$ cat src/rtl/writeback_arbiter.sv
// Merges the in-order pipeline writeback with buffered late completions onto the
// single register-file write port and reports which registers still have queued writes.
module writeback_arbiter #(
    parameter int DEPTH = 4
) (
    input  logic        clk_i,
    input  logic        rst_i,
    input  logic        pipe_we_i,
    input  logic [4:0]  pipe_rd_i,
    input  logic [31:0] pipe_data_i,
    input  logic        late_valid_i,
    input  logic [4:0]  late_rd_i,
    input  logic [31:0] late_data_i,
    output logic        late_ready_o,
    output logic        RegWrite_o,
    output logic [4:0]  RDaddr_o,
    output logic [31:0] RDdata_o,
    output logic [31:0] busy_o
);

    localparam int AW = (DEPTH > 1) ? $clog2(DEPTH) : 1;
    localparam logic [AW:0]   DEPTH_C  = DEPTH[AW:0];
    localparam logic [AW-1:0] PTR_ONE  = {{(AW-1){1'b0}}, 1'b1};
    localparam logic [AW:0]   CNT_ONE  = {{AW{1'b0}}, 1'b1};

    logic              r_live [DEPTH];
    logic [4:0]        r_rd   [DEPTH];
    logic [31:0]       r_data [DEPTH];
    logic [AW-1:0]     r_head;
    logic [AW-1:0]     r_tail;
    logic [AW:0]       r_count;

    logic              r_regwrite;
    logic [4:0]        r_rdaddr;
    logic [31:0]       r_rddata;

    logic              w_pipe_eff;
    logic              w_ready;
    logic              w_accept;
    logic              w_push;
    logic              w_pop;
    logic              w_head_live;
    logic [31:0]       w_busy;

    assign w_pipe_eff  = pipe_we_i && (pipe_rd_i != 5'd0);
    assign w_ready     = rst_i && (r_count < DEPTH_C);
    assign w_accept    = late_valid_i && w_ready;
    // x0 writes and writes superseded by a same-cycle pipeline write to the same rd are dropped
    assign w_push      = w_accept && (late_rd_i != 5'd0) &&
                         !(w_pipe_eff && (late_rd_i == pipe_rd_i));
    assign w_pop       = !w_pipe_eff && (r_count != {(AW+1){1'b0}});
    assign w_head_live = r_live[r_head];

    // Pending-write mask decoded from live entries (live implies occupied)
    always_comb begin
        w_busy = 32'd0;
        for (int i = 0; i < DEPTH; i++) begin
            if (r_live[i]) begin
                w_busy[r_rd[i]] = 1'b1;
            end else begin
                w_busy = w_busy;
            end
        end
        w_busy[0] = 1'b0;
    end

    // FIFO storage, liveness and pointer/count maintenance
    always_ff @(posedge clk_i or negedge rst_i) begin
        if (!rst_i) begin
            r_head  <= {AW{1'b0}};
            r_tail  <= {AW{1'b0}};
            r_count <= {(AW+1){1'b0}};
            for (int i = 0; i < DEPTH; i++) begin
                r_live[i] <= 1'b0;
                r_rd[i]   <= 5'd0;
                r_data[i] <= 32'd0;
            end
        end else begin
            // Queued late results are older than the pipeline write, so it supersedes them
            for (int i = 0; i < DEPTH; i++) begin
                if (w_pipe_eff && (r_rd[i] == pipe_rd_i)) begin
                    r_live[i] <= 1'b0;
                end
            end
            if (w_pop) begin
                r_live[r_head] <= 1'b0;
                r_head         <= r_head + PTR_ONE;
            end
            // Push last so a stale rd in the free tail slot cannot kill the new entry
            if (w_push) begin
                r_live[r_tail] <= 1'b1;
                r_rd[r_tail]   <= late_rd_i;
                r_data[r_tail] <= late_data_i;
                r_tail         <= r_tail + PTR_ONE;
            end
            if (w_push && !w_pop) begin
                r_count <= r_count + CNT_ONE;
            end else if (!w_push && w_pop) begin
                r_count <= r_count - CNT_ONE;
            end else begin
                r_count <= r_count;
            end
        end
    end

    // Register-file write port: pipeline first, then live FIFO head
    always_ff @(posedge clk_i or negedge rst_i) begin
        if (!rst_i) begin
            r_regwrite <= 1'b0;
            r_rdaddr   <= 5'd0;
            r_rddata   <= 32'd0;
        end else if (w_pipe_eff) begin
            r_regwrite <= 1'b1;
            r_rdaddr   <= pipe_rd_i;
            r_rddata   <= pipe_data_i;
        end else if (w_pop && w_head_live) begin
            r_regwrite <= 1'b1;
            r_rdaddr   <= r_rd[r_head];
            r_rddata   <= r_data[r_head];
        end else begin
            r_regwrite <= 1'b0;
        end
    end

    assign late_ready_o = w_ready;
    assign RegWrite_o   = r_regwrite;
    assign RDaddr_o     = r_rdaddr;
    assign RDdata_o     = r_rddata;
    assign busy_o       = w_busy;

endmodule

$ cat config.mk
export PLATFORM = sky130hd
export DESIGN_NAME = writeback_arbiter
export DESIGN_NICKNAME = d
export VERILOG_FILES = /design/src/rtl/writeback_arbiter.sv
export SDC_FILE = /design/constraint.sdc
export NUM_CORES = 1
export LEC_CHECK = 0
export ABC_AREA = 1
export ABC_CLOCK_PERIOD_IN_PS = 2350
export CAP_MARGIN = 0
export CORE_ASPECT_RATIO = 1.75
export CORE_UTILIZATION = 45
export CTS_CLUSTER_SIZE = 40
export DETAILED_ROUTE_END_ITERATION = 8
export PLACE_DENSITY_LB_ADDON = 0.05
export SLEW_MARGIN = 25
export SYNTH_ARGS = -nofsm -noshare
export SYNTH_HDL_FRONTEND = slang
export SYNTH_SLANG_ARGS = --single-unit
$ cat constraint.sdc
create_clock -name clk_i -period 2.35 [get_ports clk_i]
set_input_delay 0.47 -clock clk_i [delete_from_list [all_inputs] [get_ports clk_i]]
set_output_delay 0.47 -clock clk_i [all_outputs]
set_load 0.03 [all_outputs]
==> results.md <==
- Total number of yosys warnings: 0
- Kind of end point of the critical path: primary output
- Synth Cell Area: 0.0111 mm²
- DR vias: 10900
- Setup TNS: 0 ns
- Reg-to-Reg Start: r_count[2]
- EDFF count, synth: 0
- Crit path cell chain: nand3_2 > buf_4 > o22a_1 > o221ai_1 > buf_4
- Mapped Nets: 1515
- VDD IR max: 624 µV
- CP most frequent cell: buf_4
- Iter 0 DRT Violations: 946
- Tmin final: 2.33 ns
- Placed cells: 1849
- Worst setup skew after layout: 0.00877 ns
- Worst Setup Path Type: reg2out
- Worst skew pair latency: 0.45 ns
- Max_cap viols: 0
- Initial Utilization: 45.9%
- Fin area: 0.0141 mm²
- Ys async rst share: 100%
- Chip width: 121 µm
- Final Max Tran Viols: 0
- WL per Instance: 18.8 µm
- FF-to-FF setup slack: 0.35 ns
- Number of global-route vias before repair: 10500
- Fillers: 2264
- Site Rows: 75
- N_diodes: 0
- Area after DPL: 0.0132 mm²
- # DRC: 0
- Crit-path slowest cell: dfrtp_2
- Clk buf depth: 2
- WP data arrival: 1.86 ns
- CTS Sinks: 197
- Synth top area share: 44.5%
- Status: finished clean
- Core ar.: 0.0241 mm²
- Pin count of the biggest net entering global routing: 175
- Post-layout util: 58.4%
- Hpwl dp: 23.4 mm
- Register area: 0.00494 mm²
- Antenna violations before repair: 0
- Ports: 149
- Final period utilization: 99.0%
- Final setup violation count: 0
- Worst path top cell family by delay: flip-flops
- First-pass GRT wire length: 57.0 mm
- Post-cts hold buffer count: 0
- RSZ-0062 raised after global routing: yes
- Synth-to-Final Area Change: 27.1%
- Cts bufs inserted: 17
- Final std cells w/o fill: 1883
- CTS HTree Levels: 4
- CP Launch Point: r_live[3]
- Top FF cell, synth: dfrtp_1
- CP peak stage delay: 0.48 ns
- Buf/Inv on CP: 2
- Remaining antenna violation count: 0
- CP Data Required Time: 1.88 ns
- Pwr/cell area: 1300 mW/mm²
- DR vias/cell: 5.76
- Top cell type by total area after synthesis: dfrtp_1
- Synthesized flop and latch total: 197
- Leakage: 0.00661 µW
- Gr usage total: 29.0%
- Clock root buffer: clkbuf_16
- Grt ovf: 0
- Gpl congestion: 0.947
- Distinct cells, synth: 32
- Post-Route WL: 35.3 mm
- Nets@finish: 1652
- First-pass DRT Iterations: 6
- TritonCTS clock tree: yes
- Layout cells sized above 1: 14.9%
- Syn_area_per_cell: 7.76 µm²
- CP Launch Type: register
- Ranking of synthesized cells by area: dfrtp_1, nand2_1, nand4_1, nand3_1, inv_1
- Final hold vios: 0
- Register area share after synthesis: 44.5%
- Slew headroom: 57.5%
- Max Fanout on Critical Path: 6
- Cell count after synthesis: 1427
- Worst slew pin tran: 0.638 ns
- Die area: 0.0253 mm²
- Max Clk Rate: 430 MHz
- Number of port buffers: 147
- Worst hold path type: in2async
- Area used by multi-input combinational logic: 0.00544 mm²
- Clk pin slew, worst setup/hold paths: 0.07 ns
- Post-synth top cells: nand2_1, dfrtp_1, nand4_1
- Top-count cell post-synth: nand2_1
- Die height: 210 µm
[report_power, final]
| part | leakage (µW) | internal, µW | switching (µW) |
|---|---|---|---|
| Sequential | 0.00247 | 5080 | 1260 |
| Clock | 0.000265 | 1510 | 1240 |
| Combinational | 0.00388 | 3420 | 5790 |
| Total | 0.00661 | 10000 | 8290 |
[per-stage QoR]
stage / power [µW] / hold slack, ns / setup WS, ns
3_3_place_gp: 15000 / 0.448 / -0.281
4_1_cts: 18200 / 0.0251 / 0.00000133
6_report: 18300 / 0.0322 / 0.0234
5_1_grt: 19600 / 0.0513 / -0.0327
3_5_place_dp: 15200 / 0.453 / -0.314
2_1_floorplan: 11700 / 0.174 / -0.00541
[path summary, 6_finish.rpt]
path	end	cells after the start
setup / recovery	busy_o[19]	5
hold / removal	RDdata_o[21]	2
setup reg to reg	r_count[2]	11
hold reg to reg	r_data[29]	2
max in group asynchronous	r_live[3]	4
min in group clk_i	r_data[29]	2
[timing repair]
action | 4_1_cts | 5_1_grt
cloned | 0 | 0
gates resized for setup | 70 | 37
pin swaps | 0 | 0
buffers inserted | 0 | 3
endpoints found under the setup margin | 31 | 49
[state kept, by name, summed over array words and instances (netlist names)]
| name | count |
|---|---|
| r_data | 128 |
| RDdata_o | 32 |
| r_rd | 20 |
| RDaddr_o | 5 |
| r_live | 4 |
| r_count | 3 |
| r_head | 2 |
| r_tail | 2 |
| RegWrite_o | 1 |
[layout make-up]
| class | instances | area share, % |
|---|---|---|
| inverters | 107 | 2.96 |
| clock inverters | 3 | 0.124 |
| well taps | 308 | 2.74 |
| repair buffers | 242 | 16.8 |
| flip-flops and latches | 197 | 35.1 |
| multi-input cells | 999 | 38.6 |
| clock buffers | 27 | 3.71 |
[cell families after synthesis]
family	synth area share, %
and+or+nand+nor	30.2
buffers and inverters	9.16
AOI/OAI and AO/OA	12.8
DFF	44.5
xor gates and xnor gates	1.98
adders and majority gates	1.20
other	0.0338
muxes	0.102
[layout by cell type (no fill, tap or decap), drive strengths merged]
| cell | n |
|---|---|
| nand2 | 433 |
| dfrtp | 197 |
| nand4 | 148 |
| buf | 124 |
| clkdlybuf4s50 | 113 |
| inv | 105 |
| nand3 | 101 |
| a21oi | 50 |
| o21ai | 47 |
| nor2 | 47 |
| o211ai | 32 |
| a31oi | 32 |
| o221ai | 31 |
| clkbuf | 28 |
| o22a | 23 |
| xor2 | 21 |
| nor3 | 15 |
| ha | 9 |
| xnor2 | 4 |
| clkinvlp | 3 |
| clkdlybuf4s15 | 3 |
| o22ai | 3 |
| clkinv | 2 |
| mux2 | 1 |
| fa | 1 |
| conb | 1 |
| dlymetal6s2s | 1 |
[metal layers]
| metal | share of wire, % | vias to the layer above | wire (µm) | track usage, % |
|---|---|---|---|---|
| met5 | 0 | - | 0 | 0 |
| met1 | 41 | 5307 | 14400 | 36.7 |
| met3 | 4.4 | 52 | 1540 | 3.51 |
| met4 | 2.2 | 0 | 766 | 10.7 |
| li1 | - | 5157 | - | - |
| met2 | 53 | 339 | 18700 | 50.5 |
(Power assumes the default switching activity.)
==> variant, RTL diff (same flow settings) <==
Reset style: synchronous (`rst_i`), changed in 2 clocked blocks.
--- a/src/rtl/writeback_arbiter.sv
+++ b/src/rtl/writeback_arbiter.sv
@@ -67,3 +67,3 @@
     // FIFO storage, liveness and pointer/count maintenance
-    always_ff @(posedge clk_i or negedge rst_i) begin
+    always_ff @(posedge clk_i) begin
         if (!rst_i) begin
@@ -106,3 +106,3 @@
     // Register-file write port: pipeline first, then live FIFO head
-    always_ff @(posedge clk_i or negedge rst_i) begin
+    always_ff @(posedge clk_i) begin
         if (!rst_i) begin
Function: differs if rst_i is asserted again (counterexample within 4 cycles, from zero or initial values and one cycle with rst_i low); with rst_i held inactive, the same outputs for 4 cycles.
==> variant against the unedited design <==
The flow now finishes with violations (setup timing). Sequential cell count is 2 higher. Utilization is 2.2 points higher. Area after synthesis is 8.1% lower. Global-route usage is 0.19 points lower. Non-clock buffer count is 2 lower. Worst setup slack worse by 0.055 ns. Cell area is 4.6% lower. Wire length is 8.2% lower. Sequential share of layout area is 5.6 points higher. Synthesized cell count is 18% lower.
Power is not compared: it rests on default switching activity, and its combinational part moved more than twofold at a synthesized area within 25%.
==> variant: results (changes against the unedited design) <==
** Placement
- The post-placement worst setup slack is -0.3783 ns (was -0.3139 ns).
- The post-place instance area was 0.01232 mm2 (was 0.01323 mm2).
- HPWL after detailed placement :: 21,220 um (was 23,350 um)

** Timing
- The worst hold slack after final layout was 0.4314 ns (was 0.03221 ns).
- The post-route clock skew was 0.01538 ns (was 0.008769 ns).
- Worst-case setup margin in the final layout :: -0.03140 ns (was 0.02339 ns)
- TNS Setup :: -0.03140 ns (was 0 ns)
- The setup violation total in the final timing report was 1 (was 0).

** Min path
- Worst min-delay path class :: input port to flip-flop (was input port to asynchronous set/reset pin)

** Run status
- Result of the run :: finished with violations (was finished clean)
- The final reports fail on setup timing.

** Logic synthesis
- Cell variety after synth :: 38 (was 32)
- The fraction of the mapped netlist area in adder cells was 1.302% (was 1.197%).
- Fraction of synthesized area in multiplexers :: 0% (was 0.1016%)
- Number of nets in the synthesized netlist :: 1,252 (was 1,515)
- Area share of xor/xnor cells in the synthesized design :: 2.235% (was 1.976%)
- The number of flops mapped to enable cells by yosys is 148 (was 0).
- Commonest cells in the netlist: 290 x sky130_fd_sc_hd__nor2_1, 167 x sky130_fd_sc_hd__nand2_1, 148 x sky130_fd_sc_hd__edfxtp_1 (was 431 x sky130_fd_sc_hd__nand2_1, 197 x sky130_fd_sc_hd__dfrtp_1, 148 x sky130_fd_sc_hd__nand4_1).
- FFs w/ async S/R, synth :: 0% (was 100.0%)

** Detailed routing
- The detailed-routing iteration count for the pre-antenna-repair pass is 5 (was 6).
- Via density :: 5.473 (was 5.765)
- The average detailed-routed wire length per instance came to 19.54 um (was 18.76 um).

** Critical path
- Setup slack on the worst flop-to-flop path :: 0.42 ns (was 0.35 ns)
- Crit path DAT :: 1.91 ns (was 1.86 ns)
- The worst-path maximum fanout came to 5 (was 6).
- The worst-path cell with the longest stage delay was sky130_fd_sc_hd__edfxtp_1 (was sky130_fd_sc_hd__dfrtp_2).
- Worst R2R Path Depth :: 13 (was 11)
- Timing startpoint of the critical path :: r_rd[1][1]$_SDFFCE_PN0P_ (was r_live[3]$_DFF_PN0_)
- Worst reg2reg endpoint :: r_count[2]$_SDFFE_PN0P_ (was r_count[2]$_DFFE_PN0P_)

** GRT
- The maximum number of pins on one net before global-route repair came to 85 (was 175).
- The overall global routing resource usage is 28.84% (was 29.03%).
- Vias in the first global route :: 9,175 (was 10,460)

** Layout
- The net count reported at finish was 1,439 (was 1,652).
- The final standard cell count with taps included and fillers excluded was 1,660 (was 1,883).
- Fill cell count :: 1,987 (was 2,264)
==> variant: layout make-up <==
class,count,area share [%]
repair buffers,240,17.81
inverters,86,2.402
multi-input cells,807,32.11
clock buffers,24,3.743
well taps,296,2.756
flip-flops and latches,199,40.70
clock inverters,8,0.4748
==> variant: timing repair <==
action,CTS,global route
pin swaps,0,5
gates resized for setup,28,46
setup endpoints to repair,31,31
setup buffers,17,15
gates cloned,0,0
==> variant: logic make-up (layout without fill, tap and decap cells) <==
group,count (synthesis),after routing
AOI/OAI and AO/OA,221,221
other,1,1
xor gates and xnor gates,26,26
buffers and inverters,158,358
DFF,199,199
adders and majority gates,10,10
and+or+nand+nor,549,549
==> variant: metal layers <==
metal  vias up  wire length (um)  global-route usage [%]  part of all wire [%]
met5         -                 0                       0                     0
met1      4364             12210                   31.34                    38
met2       335             17280                   51.90                    53
met3        91              1498                   4.589                   4.6
met4         0              1450                   16.39                   4.5
li1       4295                 -                       -                     -
